===== src/rtl/vend_change_tx.sv =====
// rtl/vend_change_tx.sv - greedy coin-change transmitter emitting coin codes on D_out
// Outputs are registered, so each one shows the action of the state in the previous cycle.
module vend_change_tx #(
  parameter int AW         = 4,
  parameter int SW         = 4,
  parameter int INIT_1Y    = 4,
  parameter int INIT_05    = 4,
  parameter int GAP_CYCLES = 1
) (
  input  logic          Clk,
  input  logic          Reset,
  input  logic          Load,
  input  logic [AW-1:0] Amount,
  input  logic          Refill,
  output logic [1:0]    D_out,
  output logic          Busy,
  output logic          Done,
  output logic          Short,
  output logic [SW-1:0] Stock_1y,
  output logic [SW-1:0] Stock_05
);

  localparam int CW  = ((AW > SW) ? AW : SW) + 1;
  localparam int GCW = (GAP_CYCLES > 0) ? $clog2(GAP_CYCLES + 1) : 1;

  localparam logic [1:0] COIN_NONE = 2'b00;
  localparam logic [1:0] COIN_05   = 2'b01;
  localparam logic [1:0] COIN_1Y   = 2'b10;

  typedef enum logic [2:0] {S_IDLE, S_CHECK, S_EMIT, S_GAP, S_FIN} state_t;

  state_t        state_q;
  logic [AW-1:0] rem_q;
  logic [GCW-1:0] gap_q;
  logic          short_pend_q;
  logic [1:0]    d_out_q;
  logic          busy_q;
  logic          done_q;
  logic          short_q;
  logic [SW-1:0] stock_1y_q;
  logic [SW-1:0] stock_05_q;

  logic [CW-1:0] half_w;
  logic [CW-1:0] s1_w;
  logic [CW-1:0] n1_w;
  logic [CW-1:0] n05_w;
  logic          short_calc;
  logic          take_1y;
  logic [AW-1:0] rem_after;

  // Feasibility: after using as many 1-yuan coins as possible, the rest must fit in 0.5 stock.
  always_comb begin
    half_w     = CW'(rem_q >> 1);
    s1_w       = CW'(stock_1y_q);
    n1_w       = (s1_w < half_w) ? s1_w : half_w;
    n05_w      = CW'(rem_q) - (n1_w << 1);
    short_calc = n05_w > CW'(stock_05_q);
    take_1y    = (rem_q >= AW'(2)) && (stock_1y_q != '0);
    rem_after  = take_1y ? (rem_q - AW'(2)) : (rem_q - AW'(1));
  end

  always_ff @(posedge Clk or negedge Reset) begin
    if (!Reset) begin
      state_q      <= S_IDLE;
      rem_q        <= '0;
      gap_q        <= '0;
      short_pend_q <= 1'b0;
      d_out_q      <= COIN_NONE;
      busy_q       <= 1'b0;
      done_q       <= 1'b0;
      short_q      <= 1'b0;
      stock_1y_q   <= SW'(INIT_1Y);
      stock_05_q   <= SW'(INIT_05);
    end else begin
      d_out_q <= COIN_NONE;
      done_q  <= 1'b0;
      short_q <= 1'b0;
      busy_q  <= 1'b1;
      case (state_q)
        S_IDLE: begin
          busy_q <= Load;
          if (Load) begin
            rem_q   <= Amount;
            state_q <= S_CHECK;
          end else if (Refill) begin
            stock_1y_q <= SW'(INIT_1Y);
            stock_05_q <= SW'(INIT_05);
          end
        end
        S_CHECK: begin
          short_pend_q <= (rem_q != '0) && short_calc;
          if (rem_q == '0 || short_calc) state_q <= S_FIN;
          else                           state_q <= S_EMIT;
        end
        S_EMIT: begin
          if (take_1y) begin
            d_out_q    <= COIN_1Y;
            stock_1y_q <= stock_1y_q - SW'(1);
          end else begin
            d_out_q    <= COIN_05;
            stock_05_q <= stock_05_q - SW'(1);
          end
          rem_q <= rem_after;
          if (rem_after == '0) begin
            state_q <= S_FIN;
          end else if (GAP_CYCLES > 0) begin
            gap_q   <= GCW'(GAP_CYCLES - 1);
            state_q <= S_GAP;
          end else begin
            state_q <= S_EMIT;
          end
        end
        S_GAP: begin
          if (gap_q == '0) state_q <= S_EMIT;
          else             gap_q   <= gap_q - GCW'(1);
        end
        S_FIN: begin
          done_q  <= 1'b1;
          short_q <= short_pend_q;
          state_q <= S_IDLE;
        end
        default: state_q <= S_IDLE;
      endcase
    end
  end

  assign D_out    = d_out_q;
  assign Busy     = busy_q;
  assign Done     = done_q;
  assign Short    = short_q;
  assign Stock_1y = stock_1y_q;
  assign Stock_05 = stock_05_q;

endmodule


===== config.mk =====
export PLATFORM = sky130hd
export DESIGN_NAME = vend_change_tx
export DESIGN_NICKNAME = d
export VERILOG_FILES = /design/src/rtl/vend_change_tx.sv
export SDC_FILE = /design/constraint.sdc
export NUM_CORES = 1
export LEC_CHECK = 0
export BUFFER_PORTS_ARGS = -buffer_cell sky130_fd_sc_hd__buf_2
export CAP_MARGIN = 0
export CORE_MARGIN = 5
export CORE_UTILIZATION = 35
export CTS_BUF_LIST = sky130_fd_sc_hd__clkbuf_8
export CTS_CLUSTER_DIAMETER = 40
export DETAILED_ROUTE_END_ITERATION = 6
export PLACE_DENSITY = 0.65
export REMOVE_ABC_BUFFERS = 1
export SETUP_SLACK_MARGIN = 0.3
export SLEW_MARGIN = 10
export SYNTH_ARGS = -nofsm -noshare
export SYNTH_HDL_FRONTEND = slang
export SYNTH_SLANG_ARGS = --single-unit

===== constraint.sdc =====
create_clock -name Clk -period 8.8 [get_ports Clk]
set_input_delay 0.88 -clock Clk [delete_from_list [all_inputs] [get_ports Clk]]
set_output_delay 0.88 -clock Clk [all_outputs]
set_load 0.05 [all_outputs]

-- After elaboration in Yosys (flattened, before gate mapping)
Index checks and enable logic that the tools add are counted.
- output and inout bits: 13
- input bits: 8
- bits in registers: 22
- logic and storage cells: 68
- reductions and logical operators: 15
- muxes and demuxes: 23
- magnitude comparators: 3
- $add $sub $neg: 6
- equality and inequality tests: 11
- operators by type and width (cell ; number):
    4-bit 2-to-1 mux ; 7
    4-bit one-hot mux with 2 select lines ; 3
    2-bit != test (second input constant) ; 7
    3-bit 2-to-1 mux ; 4
    3-bit one-hot mux with 4 select lines ; 1
    4-bit by 1-bit subtractor with 4-bit output (second input constant) ; 3
    4-bit logical NOT ; 2
    4-bit AND reduction ; 2
    4-bit nonzero test ; 2
    3-bit by 2-bit == test with 1-bit output (second input constant) ; 2
    2-bit AND reduction ; 3
    5-bit by 4-bit > comparator with 1-bit output ; 1
    1-bit 2-to-1 mux ; 5
    4-bit by 5-bit subtractor with 5-bit output ; 1
    4-bit by 2-bit greater-or-equal comparator with 1-bit output (second input constant) ; 1
    4-bit by 3-bit less-than comparator with 1-bit output ; 1
    2-bit 2-to-1 mux ; 2
    2-bit nonzero test ; 2
    4-bit by 2-bit subtractor with 4-bit output (second input constant) ; 1
    3-bit by 1-bit == test with 1-bit output (second input constant) ; 1
    3-bit == test (second input constant) ; 1
    3-bit logical NOT ; 1
    1-bit logical AND ; 2
    1-bit one-hot mux with 2 select lines ; 1
    2 further kinds ; 2

-- Depth between registers and ports, before layout
Gate-level depths: netlist of the first run.
- depth in word-level cells: 7
- gate-level depth with buffers: 15
- mapped depth without buffers: 15

-- Worst setup path before layout of the first run
Ideal clock, no wire load.
- path type: register -> register
- start: register stock_1y_q[1] (netlist: Stock_1y[1])
- end: register short_pend_q
- stages on the path, launching flop included: 14
- library setup time: 0.067 ns
- required time: 8.733 ns
- path slack: 5.318 ns
- clock period less this slack: 3.482 ns
- buffers on the path: 0
- arrival: 3.416 ns
- path through: dfrtp_1 > ha_1 > a21o_1 > a211o_1 > nand2_1 > o21ai_1 > ha_1 > fa_1 > xnor2_1 > ha_1 > and2_1 > a32o_1 > a2111oi_0 > nand2b_1
- longest elaborated chain between the ends: 5
- RTL lines (element ; RTL line ; source):
    start: declaration ; 40 ; logic [SW-1:0] stock_1y_q;
    start signal: assignment ; 72 ; stock_1y_q <= SW'(INIT_1Y);
    start signal: assignment ; 86 ; stock_1y_q <= SW'(INIT_1Y);
    start signal: assignment ; 98 ; stock_1y_q <= stock_1y_q - SW'(1);
    4-bit by 3-bit less-than comparator with 1-bit output ; 55 ; n1_w = (s1_w < half_w) ? s1_w : half_w;
    4-bit 2-to-1 mux * ; 55 ;
    4-bit by 5-bit subtractor with 5-bit output * ; 56 ; n05_w = CW'(rem_q) - (n1_w << 1);
    5-bit by 4-bit > comparator with 1-bit output * ; 57 ; short_calc = n05_w > CW'(stock_05_q);
    1-bit logical AND * ; 91 ; short_pend_q <= (rem_q != '0) && short_calc;
    end signal: assignment ; 91 ;
    end: declaration ; 35 ; logic short_pend_q;
Every way passes the cells marked *; elsewhere a longest branch is shown, timed or not.
A chain may end at the register's enable or synchronous reset.

-- Final worst setup path of the first run
- start: register rem_q[2]
- end: register short_pend_q
- longest elaborated chain between the ends: 5
- elaborated cells on any way between the ends: 6
- classes of those cells: add/sub (1); order compare (2); mux (1); reduce/logical (2)
- RTL lines (element ; RTL line ; source):
    start: declaration ; 33 ; logic [AW-1:0] rem_q;
    start signal: assignment ; 83 ; rem_q <= Amount;
    start signal: assignment ; 103 ; rem_q <= rem_after;
    4-bit by 3-bit less-than comparator with 1-bit output ; 55 ;
    4-bit 2-to-1 mux ; 55 ;
    4-bit by 5-bit subtractor with 5-bit output ; 56 ;
    5-bit by 4-bit > comparator with 1-bit output ; 57 ;
    1-bit logical AND * ; 91 ;
Marks and branches as above.

==> run summary, run 1 <==
H-tree depth: 1
CTS root buf: clkbuf_8
ys flop type: dfrtp_1
FFs w/ async S/R, synth: 100%
# setup viols final: 0
Core Rows: 23
number of synthesized flops with an enable pin: 0
Pre-antenna DRT Iters: 4
CTS tree: yes
max capacitance violation total: 0
Yosys cell types: 43
DRT iter0 DRCs: 40
Synth Register Bits: 21
Synth warnings: 0
share of cells above drive strength 1: 19.4%
most frequent cell after synthesis: dfrtp_1
syn_area_per_cell: 9.24 um2
GRT overflow: 0
WL/cell: 13.8 um
Max Fanout on Critical Path: 6
Pins Over Slew Limit: 0
CORE AREA: 3970 um2
hold buffers post-CTS: 0
Worst Tran Pin Value: 0.655 ns
clock net sink count: 21
fin cells: 225
DR vias/cell: 5.16
CP Data Required Time: 9.00 ns
final clock skew: 0.00415 ns
die height: 73.6 um
fmax: 273 MHz
post-route minimum period: 3.66 ns
antenna cells: 0
Worst Path Arrival: 3.86 ns
Clk Latency, worst-skew pair: 0.26 ns
RSZ-0062 raised after global routing: false
Seq/Total Area, Yosys: 37.3%
Resize count post-CTS: 0
top cells by count, synth: dfrtp_1, ha_1, inv_1
largest net degree at the start of global routing: 22
final WL: 3.10 mm
largest area contributor in the synthesized netlist: dfrtp_1
Nets: 201
number of global-route vias before repair: 1109
Max Root-Sink Buffers: 2
critical path class: flop to flop
Post-DRT Antenna Nets: 0
post-DP HPWL: 2.42 mm
Synth top area share: 33.6%
Tot GR Track Use: 12.7%
Post-CTS Setup Bufs: 0
Sum Neg Setup Slack: 0 ns
crit start category: flop
GPL Wtd Cong: 0.847
placed cells: 221
Cell Area, Synth: 1410 um2
relative slew slack: 56.0%
Clk pin slew, worst setup/hold paths: 0.08 ns
Die W: 73.6 um
die area: 5410 um2
Final Cycle Share: 41.6%
# DRC: 0
via count: 1161
area grow syn2layout: 13.6%
Top Ports: 21
synth top area cells: dfrtp_1, ha_1, o21ai_1, inv_1, dfstp_2
initial core utilization: 35.6%
run status: finished clean
Buffers on Ports: 20
hold violation total from the final report: 0
min-delay worst type: flop to flop
first-pass GRT wire length: 5.26 mm
Syn Inst Count: 153
initial antenna violation count: 0
CTS Buf Count: 3
Crit. End Element: flop
-- worst max-delay path, cell delays in order (launching register included) --
cell and delay, ns:
dfrtp_1 0.48, inv_1 0.18, ha_1 0.31, a21o_1 0.16
a211o_1 0.37, nand2_1 0.10, o21ai_1 0.07, ha_1 0.21
fa_1 0.39, xnor2_1 0.14, ha_1 0.29, and2_1 0.14
o21ai_0 0.08, a32o_1 0.23, a2111oi_0 0.32, nand2b_1 0.15
-- cell families after synthesis --
logic type,count (synthesis),share of synthesized area (%)
simple gates,40,17.0
buf+inv,20,5.84
xor+xnor,2,1.24
flops,21,37.3
mux,1,0.708
fa+ha+maj,17,15.6
compound gates,52,22.3
-- area by class of cell --
cell class | instances | area [um2]
fillers | 417 | 2360
multi-input cells | 112 | 803
flip-flops and latches | 21 | 528
repair buffers | 20 | 100
inverters | 18 | 67.6
well taps | 50 | 62.6
clock buffers | 3 | 41.3
clock inverters | 1 | 3.75
-- state kept, by name, indices dropped and copies added, names as in the netlist --
signal        count
Done              1
Short             1
Busy              1
Stock_05          4
rem_q             4
short_pend_q      1
Stock_1y          4
D_out             2
state_q           3
-- worst paths after layout --
check                      slack [ns]  cells after the start      endpoint          from
max                              5.14                     15  short_pend_q      rem_q[2]
min                              0.50                      1         Short  short_pend_q
max reg2reg                      5.14                     15  short_pend_q      rem_q[2]
min reg2reg                      0.50                      1         Short  short_pend_q
max in group asynchronous        7.89                      1   Stock_1y[2]         Reset
min in group asynchronous        0.56                      1          Done         Reset
-- metrics by stage --
stage / utilization, % / setup WS (ns) / hold WS (ns) / instance area, um2
3_3_place_gp: 39.3 / 5.28 / 0.483 / 1560
3_5_place_dp: 39.3 / 5.19 / 0.491 / 1560
2_1_floorplan: - / 5.32 / 0.446 / 1400
6_report: 40.5 / 5.14 / 0.496 / 1610
4_1_cts: 40.5 / 5.16 / 0.504 / 1610
5_1_grt: 40.5 / 4.93 / 0.529 / 1610
-- placed cells by master (no fill, tap or decap), types with 2 or more instances in the layout --
cell       netlist  final
nor2_1           5      5
a21oi_1         10     10
xnor2_1          2      2
a31oi_1          2      2
o21ai_1         14     14
ha_1            16     16
o2bb2ai_1        2      2
dfrtp_1         19     19
a21o_1           2      2
nand3_1          3      3
nand2_1         11     11
and2_1           2      2
nor3_1           5      5
inv_1           16     17
dfstp_2          2      2
buf_2            0     20
clkbuf_8         0      3
nand2b_1         2      2
o21ai_0         10     10
nor2b_1          4      4
inv_2            2      2
-- per-layer routing --
metal | global-route usage, % | part of all wire [%] | vias to the layer above
met5 | 0 | 0 | -
met4 | 6.04 | 2.8 | 0
met3 | 1.92 | 3.1 | 9
met2 | 19.3 | 46 | 26
met1 | 17.5 | 48 | 539
li1 | - | - | 587
Power of run 1 is left out: the tool's default activity adds up to more than one toggle a clock period on the data nets, which glitch-free logic cannot reach.
==> inputs of run 2 (changes only) <==
==> constraint.sdc (replaced) <==
create_clock -name Clk -period 3.6 [get_ports Clk]
set_input_delay 0.36 -clock Clk [delete_from_list [all_inputs] [get_ports Clk]]
set_output_delay 0.36 -clock Clk [all_outputs]
set_load 0.05 [all_outputs]
==> run summary, run 2 (synthesized netlist as in run 1, its figures left out) <==
run status: finished clean
Crit. End Element: flop
Die W: 73.6 um (unchanged)
final clock skew: 0.00371 ns (-0.000441 ns)
CTS tree: yes
final WL: 3.28 mm (+5.7%)
Clk Latency, worst-skew pair: 0.26 ns (about the same)
CP peak stage delay: 0.44 ns (-0.04 ns)
Core Rows: 23 (unchanged)
post-DP HPWL: 2.43 mm (+0.67%)
Pre-antenna DRT Iters: 4 (unchanged)
max capacitance violation total: 0 (unchanged)
Reg2Reg Depth: 14 (-1)
Final Cycle Share: 90.3% (+49 points)
Pins Over Slew Limit: 0 (unchanged)
initial antenna violation count: 0 (unchanged)
first-pass GRT wire length: 5.48 mm (+4.2%)
DR vias/cell: 5.18 (+0.39%)
CP Data Required Time: 3.80 ns (-5.20 ns)
R2R Setup Slk: 0.35 ns (-4.79 ns)
Tot GR Track Use: 12.8% (+0.078 points)
share of cells above drive strength 1: 32.2% (+13 points)
placed cells: 225 (+1.8%)
hold buffers post-CTS: 0 (unchanged)
fin cells: 233 (+3.6%)
hold violation total from the final report: 0 (unchanged)
initial core utilization: 35.6% (unchanged)
# DRC: 0 (unchanged)
Post-DRT Antenna Nets: 0 (unchanged)
post-route minimum period: 3.25 ns (-0.410 ns)
area grow syn2layout: 23.3%
RSZ-0062 raised after global routing: true
Worst R2R End: short_pend_q
slowest CP cell: fa_2
# setup viols final: 0 (unchanged)
Worst Path Arrival: 3.45 ns (-0.41 ns)
antenna cells: 0 (unchanged)
critical path class: flop to flop
relative slew slack: 57.2% (+1.2 points)
GRT overflow: 0 (unchanged)
crit start category: flop
number of global-route vias before repair: 1214 (+9.5%)
CTS Buf Count: 3 (unchanged)
CORE AREA: 3970 um2 (unchanged)
CTS root buf: clkbuf_8
die area: 5410 um2 (unchanged)
Max Fanout on Critical Path: 3 (-3)
GPL Wtd Cong: 0.807 (-4.8%)
die height: 73.6 um (unchanged)
clock net sink count: 21 (unchanged)
Max Root-Sink Buffers: 2 (unchanged)
Sum Neg Setup Slack: 0 ns (unchanged)
Top Ports: 21 (unchanged)
fmax: 308 MHz (+13%)
largest net degree at the start of global routing: 22 (unchanged)
Buffers on Ports: 20 (unchanged)
WL/cell: 14.1 um (+2.1%)
via count: 1207 (+4.0%)
min-delay worst type: primary input to async pin
most common cell after layout, fill and taps aside: buf_2
Clk pin slew, worst setup/hold paths: 0.08 ns (about the same)
DRT iter0 DRCs: 34 (-15%)
Nets: 209 (+4.0%)
crit-path cells: inv_2 > ha_4 > a21o_1 > a211o_1 > buf_6 > o21ai_2 > ha_2 > fa_2 > inv_2 > ha_4 > and2_4 > a32o_2 > a2111oi_4 > nand2b_1
Reg-to-Reg Start: rem_q[2]
fillers: 389 (-6.7%)
H-tree depth: 1 (unchanged)
Worst Tran Pin Value: 0.637 ns (-0.0180 ns)
most frequent cells in the layout: buf_2, dfrtp_1, inv_1, ha_1, o21ai_1
## run 2: what timing repair did
item / in CTS / in global routing
setup endpoints to repair: 3 / 3
setup buffers: 3 / 1
pin swaps: 2 / 9
gates resized for setup: 3 / 16
endpoints found under the hold margin: 0 / 0
cloned: 0 / 0
## run 2: worst max-delay path by stage
stage	start	end	slack (ns)	depth (start not counted)
after CTS	rem_q[2]	short_pend_q	0.31	15
after global placement	Stock_1y[1]	short_pend_q	0.29	13
after detailed placement	Stock_1y[1]	short_pend_q	0.19	14
final	rem_q[2]	short_pend_q	0.35	14
after floorplan	Stock_1y[1]	short_pend_q	0.12	13
after global routing	rem_q[2]	short_pend_q	0.21	15
## run 2: layout make-up
type,instances,area [um2],share of cell area [%]
Timing Repair Buffer,28,164,9.40
Multi-Input combinational cell,112,873,50.1
Inverter,18,67.6,3.88
Clock buffer,3,41.3,2.37
Clock inverter,1,5.00,0.287
Tap cell,50,62.6,3.59
Sequential cell,21,529,30.4
## run 2: layer usage
metal | vias up | track usage [%] | wire, um
li1 | 610 | - | -
met1 | 578 | 16.8 | 1500
met2 | 17 | 20.9 | 1660
met3 | 2 | 1.78 | 75
met4 | 0 | 5.23 | 33
met5 | - | 0 | 0
## run 2: stage by stage
| step | setup WS, ns | instance area [um2] | util (%) | hold WS (ns) |
|---|---|---|---|---|
| 4_1_cts | 0.307 | 1670 | 42.0 | 0.0731 |
| 6_report | 0.351 | 1740 | 43.9 | 0.0469 |
| 5_1_grt | 0.209 | 1740 | 43.9 | 0.0937 |
| 2_1_floorplan | 0.118 | 1400 | - | 0.0644 |
| 3_3_place_gp | 0.289 | 1590 | 40.1 | 0.354 |
| 3_5_place_dp | 0.190 | 1590 | 40.1 | 0.353 |
## run 2: critical path, delay by kind of cell, from the launching register on
kind	cells	cell delay [ns]
compound gates	5	1.19
fa+ha+maj	4	1.03
buf+inv	3	0.31
flops	1	0.39
simple gates	2	0.27
Power of run 2 is left out for the same reason.
==> inputs of run 3 (changes only) <==
--- a/config.mk
+++ b/config.mk
@@ -12,6 +12,7 @@
 export CTS_BUF_LIST = sky130_fd_sc_hd__clkbuf_8
 export CTS_CLUSTER_DIAMETER = 40
 export DETAILED_ROUTE_END_ITERATION = 6
+export MAX_ROUTING_LAYER = met4
 export PLACE_DENSITY = 0.65
 export REMOVE_ABC_BUFFERS = 1
 export SETUP_SLACK_MARGIN = 0.3
==> run summary, run 3 (synthesized netlist as in run 1, its figures left out) <==
Tot GR Track Use: 13.1% (+0.37 points)
GPL Wtd Cong: 0.818 (+1.5%)
relative slew slack: 57.3% (about the same)
CP endpoint: short_pend_q
CTS Buf Count: 3 (unchanged)
Top Ports: 21 (unchanged)
Pre-antenna DRT Iters: 4 (unchanged)
most common cell after layout, fill and taps aside: buf_2
Worst R2R End: short_pend_q
crit-path cells: inv_2 > ha_4 > a21o_1 > a211o_1 > buf_6 > o21ai_2 > ha_2 > fa_2 > inv_2 > ha_4 > and2_4 > a32o_2 > a2111oi_4 > nand2b_1
setup slack after layout: 0.351 ns (+0.0000290 ns)
# setup viols final: 0 (unchanged)
final WL: 3.28 mm (about the same)
R2R Setup Slk: 0.35 ns (about the same)
post-DP HPWL: 2.43 mm (unchanged)
initial core utilization: 35.6% (unchanged)
crit start category: flop
die height: 73.6 um (unchanged)
Crit. End Element: flop
CP peak stage delay: 0.44 ns (about the same)
CORE AREA: 3970 um2 (unchanged)
Max Root-Sink Buffers: 2 (unchanged)
die area: 5410 um2 (unchanged)
Sum Neg Setup Slack: 0 ns (unchanged)
Core Rows: 23 (unchanged)
Reg2Reg Depth: 14 (unchanged)
clock net sink count: 21 (unchanged)
critical path class: flop to flop
Post-DRT Antenna Nets: 0 (unchanged)
post-route minimum period: 3.25 ns (-0.0000290 ns)
CTS tree: yes
Critical Path Source: rem_q[2]
Largest delay share family, worst path: compound AO/OA/AOI/OAI gates
most frequent cells in the layout: buf_2, dfrtp_1, inv_1, ha_1, o21ai_1
DR vias/cell: 5.18 (unchanged)
final clock skew: 0.00369 ns (-0.0000203 ns)
min-delay worst type: primary input to async pin
H-tree depth: 1 (unchanged)
GRT overflow: 0 (unchanged)
CP Data Required Time: 3.80 ns (about the same)
Buffers on Ports: 20 (unchanged)
CP Depth: 14 (unchanged)
Reg-to-Reg Start: rem_q[2]
Worst Path Arrival: 3.45 ns (about the same)
Worst Path Buf+Inv: 3 (unchanged)
Clk Latency, worst-skew pair: 0.26 ns (about the same)
DRT iter0 DRCs: 34 (unchanged)
Worst Tran Pin Value: 0.637 ns (-0.000183 ns)
final core area utilization: 43.9% (unchanged)
Nets: 209 (unchanged)
initial antenna violation count: 0 (unchanged)
Final Cycle Share: 90.3% (about the same)
Die W: 73.6 um (unchanged)
Clk pin slew, worst setup/hold paths: 0.08 ns (about the same)
slowest CP cell: fa_2
CTS root buf: clkbuf_8
Pins Over Slew Limit: 0 (unchanged)
WL/cell: 14.1 um (about the same)
via count: 1207 (unchanged)
RSZ-0062 raised after global routing: true
share of cells above drive strength 1: 32.2% (unchanged)
max capacitance violation total: 0 (unchanged)
fmax: 308 MHz (about the same)
hold buffers post-CTS: 0 (unchanged)
first-pass GRT wire length: 5.48 mm (unchanged)
antenna cells: 0 (unchanged)
run status: finished clean
hold violation total from the final report: 0 (unchanged)
Max Fanout on Critical Path: 3 (unchanged)
number of global-route vias before repair: 1214 (unchanged)
# DRC: 0 (unchanged)
dpl ws: 0.190 ns (unchanged)
largest net degree at the start of global routing: 22 (unchanged)
area grow syn2layout: 23.3% (unchanged)
==> run 3: per-stage QoR <==
| stage | std cells | hold slack [ns] | cell area [um2] |
|---|---|---|---|
| 3_5_place_dp | 225 | 0.353 | 1590 |
| 4_1_cts | 232 | 0.0731 | 1670 |
| 5_1_grt | 233 | 0.0937 | 1740 |
| 3_3_place_gp | 225 | 0.354 | 1590 |
| 2_1_floorplan | 151 | 0.0644 | 1400 |
| 6_report | 233 | 0.0467 | 1740 |
==> run 3: layer usage <==
layer	track usage [%]	vias to the layer above	share of wire, %
met4	5.23	0	1.0
met1	16.9	578	46
met2	20.9	17	51
met5	-	-	0
met3	1.64	2	2.0
li1	-	610	-
==> run 3: worst min path at each step <==
stage | from | endpoint | depth (start not counted)
CTS | Reset | Stock_05[3] | 1
global route | Reset | Stock_05[3] | 1
detailed placement | Reset | Short | 1
global placement | Reset | Short | 1
finish | Reset | Short | 1
floorplan | Reset | Busy | 0
==> run 3: repair_timing <==
action	in CTS	in global routing
setup endpoints to repair	3	3
buffers inserted	3	1
pin swaps	2	9
resized for setup	3	16
==> run 3: area by class of cell <==
cell class	instances	area, um2
Fill cell	389	2230
Multi-Input combinational cell	112	873
Sequential cell	21	529
Timing Repair Buffer	28	164
Inverter	18	67.6
Tap cell	50	62.6
Clock buffer	3	41.3
Clock inverter	1	5.00
Power of run 3 is left out for the same reason.
